## src/rtl/arashi_wbuf.sv

```systemverilog
// Multi-thread write buffer: a round-robin arbiter accepts one thread word per cycle
// into a circular FIFO that drains toward the cache over a valid/ack handshake.
module arashi_wbuf #(
    parameter int unsigned DATA_WIDTH       = 32,
    parameter int unsigned THREAD_NUM_WIDTH = 2,
    parameter int unsigned MEM_WIDTH        = 4
) (
    input  logic                                       clk,
    input  logic                                       rstn,
    input  logic [(1 << THREAD_NUM_WIDTH)-1:0]         w_ena,
    input  logic [DATA_WIDTH*(1 << THREAD_NUM_WIDTH)-1:0] data_in,
    output logic [(1 << THREAD_NUM_WIDTH)-1:0]         w_ready,
    output logic                                       mem_valid,
    output logic [DATA_WIDTH-1:0]                      mem2cache,
    input  logic                                       cache_ack,
    output logic [MEM_WIDTH-1:0]                       backlog
);

    localparam int unsigned THREAD_NUM = 1 << THREAD_NUM_WIDTH;
    localparam int unsigned DEPTH      = 1 << MEM_WIDTH;
    localparam logic [MEM_WIDTH-1:0] NO_MORE = MEM_WIDTH'(DEPTH - 1);

    logic [DATA_WIDTH-1:0]       mem [DEPTH];
    logic [MEM_WIDTH-1:0]        wptr;
    logic [MEM_WIDTH-1:0]        rptr;
    logic [THREAD_NUM_WIDTH-1:0] last_grant;
    logic [THREAD_NUM_WIDTH-1:0] grant_idx;
    logic [THREAD_NUM_WIDTH-1:0] cand;
    logic                        grant_vld;
    logic [THREAD_NUM-1:0]       eligible;
    logic [THREAD_NUM-1:0]       grant_oh;
    logic [DATA_WIDTH-1:0]       words [THREAD_NUM];
    logic                        full;
    logic                        accept;
    logic                        pop;

    for (genvar t = 0; t < THREAD_NUM; t++) begin : g_split
        assign words[t] = data_in[t*DATA_WIDTH +: DATA_WIDTH];
    end

    // A thread whose accept pulse is still high is masked to avoid a double write.
    assign eligible = w_ena & ~w_ready;

    // Round-robin search starting just after the last granted thread.
    always_comb begin
        grant_vld = 1'b0;
        grant_idx = '0;
        cand      = '0;
        for (int unsigned i = 1; i <= THREAD_NUM; i++) begin
            cand = last_grant + THREAD_NUM_WIDTH'(i);
            if (!grant_vld && eligible[cand]) begin
                grant_vld = 1'b1;
                grant_idx = cand;
            end
        end
    end

    assign grant_oh  = THREAD_NUM'(1) << grant_idx;
    assign backlog   = wptr - rptr;
    assign full      = (backlog == NO_MORE);
    assign mem_valid = (backlog != '0);
    assign mem2cache = mem[rptr];
    assign accept    = grant_vld & ~full;
    assign pop       = mem_valid & cache_ack;

    // Full blocks writes regardless of a same-cycle pop; no bypass in either direction.
    always_ff @(posedge clk) begin
        if (!rstn) begin
            wptr       <= '0;
            rptr       <= '0;
            last_grant <= THREAD_NUM_WIDTH'(THREAD_NUM - 1);
            w_ready    <= '0;
            for (int unsigned i = 0; i < DEPTH; i++) begin
                mem[MEM_WIDTH'(i)] <= '0;
            end
        end else begin
            if (accept) begin
                mem[wptr]  <= words[grant_idx];
                wptr       <= wptr + MEM_WIDTH'(1);
                last_grant <= grant_idx;
                w_ready    <= grant_oh;
            end else begin
                w_ready    <= '0;
            end
            if (pop) begin
                rptr <= rptr + MEM_WIDTH'(1);
            end
        end
    end

endmodule
```

## config.mk

```make
export PLATFORM = sky130hd
export DESIGN_NAME = arashi_wbuf
export DESIGN_NICKNAME = d
export VERILOG_FILES = /design/src/rtl/arashi_wbuf.sv
export SDC_FILE = /design/constraint.sdc
export NUM_CORES = 1
export LEC_CHECK = 0
export CORE_MARGIN = 5
export CORE_UTILIZATION = 40
export CTS_BUF_LIST = sky130_fd_sc_hd__clkbuf_8
export CTS_CLUSTER_DIAMETER = 200
export DETAILED_ROUTE_END_ITERATION = 10
export GPL_TIMING_DRIVEN = 0
export PLACE_DENSITY = 0.57
export SETUP_SLACK_MARGIN = 0.3
export SLEW_MARGIN = 0
export SYNTH_ARGS = -nofsm -noshare
export SYNTH_HDL_FRONTEND = slang
export SYNTH_SLANG_ARGS = --single-unit
```

## constraint.sdc

```tcl
create_clock -name clk -period 8.4 [get_ports clk]
set_input_delay 1.68 -clock clk [delete_from_list [all_inputs] [get_ports clk]]
set_output_delay 1.68 -clock clk [all_outputs]
set_load 0.02 [all_outputs]
```

Word level (Yosys, flattened, before mapping)

Memory sizes are Yosys's and may differ from the RTL's. A register that Yosys moved wholly into a read port is not among the register bits.
Cells that the tools add are included.

Add/sub/neg operators: 6
Multiply operators: 0
Divide/modulo/power cells: 0
Order comparisons: 5
Equal/unequal tests: 1
Shift-type cells: 1
Muxes and demuxes: 28
Bitwise operators: 6
Reductions and logical operators: 9

Operator list:

| kind                  | number |
|---|---|
| $mux W32              | 3 |
| $bmux W32 S2          | 1 |
| $reduce_or A32 Y1     | 1 |
| $mux W1               | 13 |
| $lt A2 B3 Y1 const B  | 4 |
| $mux W4               | 3 |
| $add A4 B1 Y4 const B | 2 |
| $bmux W1 S2           | 4 |
| $mux W2               | 4 |
| $add A2 B2 Y2 const B | 2 |
| $and A4 B4 Y4         | 1 |
| $eq A4 B4 Y1 const B  | 1 |
| $not A4 Y4            | 1 |
| $reduce_bool A4 Y1    | 1 |
| $shl A1 B2 Y4 const A | 1 |
| $sub A4 B4 Y4         | 1 |
| $ge A3 B3 Y1 const B  | 1 |
| $logic_and A1 B1 Y1   | 3 |
| $logic_not A1 Y1      | 3 |
| $not A2 Y3            | 1 |
| $add A2 B1 Y2 const B | 1 |
| $and A1 B1 Y1         | 2 |
| $reduce_and A2 Y1     | 1 |
| $not A1 Y1            | 1 |

Flip-flop bits (word level): 14
Bits in latches: 0
Bits in writable memories: 512
ROM bits: 0
Bits of input ports: 135
Output and inout port bits: 41
Word-level logic and storage cells: 61
Memories: 1

Memories:

| name | words | width | read ports | clocked after Yosys merged registers in | write ports | line | text |
|---|---|---|---|---|---|---|---|
| mem  | 16    | 32    | 1          | 1                                       | 16          | 23   | `logic [DATA_WIDTH-1:0] mem [DEPTH];` |

Depth between registers and ports, before layout

Depth after elaboration: 20
Mapped depth: 10

Worst setup path before layout

OpenSTA, ideal clock, no wires.

Path type: input to register
Start: input w_ena[1]
End: memory mem[12][0] (enable)
Library setup time: 0.466 ns
Data arrival time: 4.911 ns
Data required time: 7.934 ns
Slack: 3.024 ns
Stages on the path: 6
Buffers on the path: 1
Path through: nor2b_1 -> or4_1 -> o41a_1 -> buf_2 -> nand3_1 -> o21ai_0

RTL lines:

| element         | line | text |
|---|---|---|
| start, declared | 10   | `input logic [(1 << THREAD_NUM_WIDTH)-1:0] w_ena,` |
| end, declared   | 23   |  |

==> impl_metrics.json <==
{
  "grt_pass1_wl_mm": 116.7,
  "overflow": 0,
  "synth_compound_area_frac": 0.05543,
  "p_leak_nw": 10.59,
  "dominantRegCellSynth": "edfxtp_1",
  "rrSetupSlack_ps": 4440,
  "layout_common_cells": "nor3_1 (516), edfxtp_1 (512), clkdlybuf4s50_1 (175), mux4_2 (160), clkbuf_8 (92)",
  "clk_pin_slew_ps": 50,
  "hold_viol_final": 0,
  "use_met2": 0.3655,
  "rows": 92,
  "design.die.area_um2": 68800,
  "synthArstFlopShare": 0,
  "die-height_um": 262.3,
  "cts_resized": 0,
  "clock_sinks": 530,
  "critical_path_class": "flop to output port",
  "slew_headroom": 0.1903,
  "vias_per_cell": 5.853,
  "post-route-drc-count": 0,
  "required_ps": 6720,
  "syn_area_um2": 25460,
  "worstPathArrival_ps": 3990,
  "drv_slew": 0,
  "worstHoldStart": "rptr[2]",
  "dp_hpwl_mm": 56.30,
  "min_period_ps": 5670,
  "grt_setup_unrepaired": "false",
  "fillCellCount": 5564,
  "synth-xor-area-share": 0.001720,
  "tritoncts": "yes",
  "synth_fp_nets": 1804,
  "r2r-start": "wptr[0]",
  "peakVddDrop_mv": 0.1914,
  "end_kind": "output port",
  "synth_warnings": 0,
  "dpl-instance-area_um2": 29050,
  "regArea_um2": 15740,
  "wire_per_inst_um": 27.89,
  "cp-start-kind": "flop",
  "maxCapViolCount": 0,
  "skew_ps": 29.32,
  "numCtsBuffers": 89,
  "drtIter0Drc": 1865,
  "ctsHoldBuffers": 0,
  "setup_viol": 0,
  "ant_nets": 0,
  "grtUsageTotal": 0.2275,
  "num_vias": 16769,
  "start_util": 0.4037,
  "setup_tns_ps": 0,
  "io_buffers": 175,
  "htreeDepth": 3,
  "min_path_cells": 2,
  "root_buffer": "clkbuf_8",
  "rr_worst_depth": 10,
  "io_pins": 176,
  "synthMuxAreaShare": 0.1419,
  "fp.dieW_um": 262.3,
  "layout-drive-gt1-share": 0.2473,
  "drt_wl_total_mm": 79.90,
  "ys_ff_latch": 530,
  "pre_cts_ws_ps": 3346,
  "first_pass_iters": 6,
  "cp_max_fo": 10,
  "hp-class": "flop to flop",
  "clkLatencyLatePin_ps": 680,
  "fp.coreArea_um2": 63080,
  "synth_cell_type_count": 46,
  "antenna_found_initial": 1,
  "postLayoutCellArea_um2": 30640,
  "final_common_cell": "nor3_1",
  "period_share": 0.6750,
  "synth_top_family_by_area": "multiplexers",
  "worstMarginPinSlew_ps": 1215,
  "synth-edff-count": 512,
  "grt_pass1_vias": 17484,
  "fin_ws_ps": 2730,
  "area_growth_pct": 20.33,
  "nNetsFinal": 2094,
  "grt_util_met1": 0.3142,
  "gp_congestion": 0.8026,
  "r2r-end": "mem[1][15]",
  "yosys.area_share.adder": 0.004717,
  "max_freq_ghz": 0.1764,
  "clockBufferDepth": 3,
  "grt_start_max_net_pins": 21,
  "use_met3": 0.04606,
  "cp-endpoint": "mem2cache[8]",
  "synthSimpleGateAreaFrac": 0.1321,
  "synth-seq-area-share": 0.6180,
  "postCtsSetupBuffers": 0,
  "multi_input_area_um2": 8732,
  "status": "finished, final reports clean",
  "powerDensity_nw_per_um2": 296.3,
  "syn_avg_cell_area_um2": 15.34,
  "synthCells": 1660,
  "grt-busiest-layer": "met2"
}
==> final cells by class <==
class,count,area share
Sequential cell,530,0.5135
Multi-Input combinational cell,926,0.2850
Timing Repair Buffer,199,0.07677
Clock buffer,92,0.04132
Buffer,191,0.03679
Tap cell,846,0.03455
Clock inverter,67,0.01037
Inverter,13,0.001593
Antenna cell,1,0.00008167
==> kinds of logic after synthesis <==
kind of cell | Yosys count
AO/OA/AOI/OAI | 101
XOR/XNOR | 5
adder cells (fa/ha/maj) | 9
buffers and inverters | 204
flip-flops | 530
multiplexers | 161
AND/OR/NAND/NOR | 650
==> synthesized netlist by cell type, types with 3 or more instances <==
cell type	number	area, um2
nor2_1	3	11.26
buf_2	77	385.4
nand3_1	8	40.04
inv_1	13	48.80
o211ai_1	3	22.52
a211oi_2	19	237.7
ha_1	8	100.1
buf_1	10	37.54
mux4_2	160	3603
xnor2_1	4	35.03
dfxtp_1	18	360.4
buf_6	39	439.2
and3_1	66	412.9
nand4_1	16	100.1
or3_1	4	25.02
and2_1	4	25.02
a211oi_4	45	900.9
nor2b_1	4	25.02
nand2_1	20	75.07
nor3_1	516	2582
clkbuf_1	58	217.7
o21ai_0	19	95.09
edfxtp_1	512	15370
buf_4	5	37.54
a21oi_1	3	15.01
==> worst min-delay path by stage <==
stage                         end  slack [ps]
after global routing      rptr[2]         560
after global placement    rptr[2]         500
final                     rptr[2]         520
after floorplan              flop         470
after detailed placement     flop         520
after CTS                    flop         520
==> flip-flops by register name (all words and copies together) (netlist names), named ones only <==
signal / cells
w_ready: 4
last_grant: 2
mem: 512
rptr: 4
wptr: 4
==> critical path, cell delays in order, from the launching register on <==
cell and delay [ps]:
dfxtp_1 390, buf_2 310, buf_1 890, mux4_2 660
mux4_2 490, clkdlybuf4s50_1 570
==> where the power goes <==
part | switching (mW) | internal [mW]
combinational | 2.21 | 1.48
sequential | 0.0781 | 3.19
clock | 1.07 | 1.05
total | 3.36 | 5.72
==> per-stage QoR <==
step           utilization  cells  power [mW]  hold WS [ps]
3_3_place_gp        0.4482   2681       6.920         495.8
3_5_place_dp        0.4606   2705       7.026         515.0
6_report            0.4857   2865       9.077         516.2
2_1_floorplan            -   1660       5.681         467.2
5_1_grt             0.4857   2865       9.475         563.7
4_1_cts             0.4857   2864       9.131         522.6
==> routing by layer <==
layer	vias up	routed length, um
met3	155	6540
met1	8524	32940
li1	7288	-
met4	0	2479
met2	802	37940
met5	-	0
Note: power is estimated with default switching activity, not from simulation.
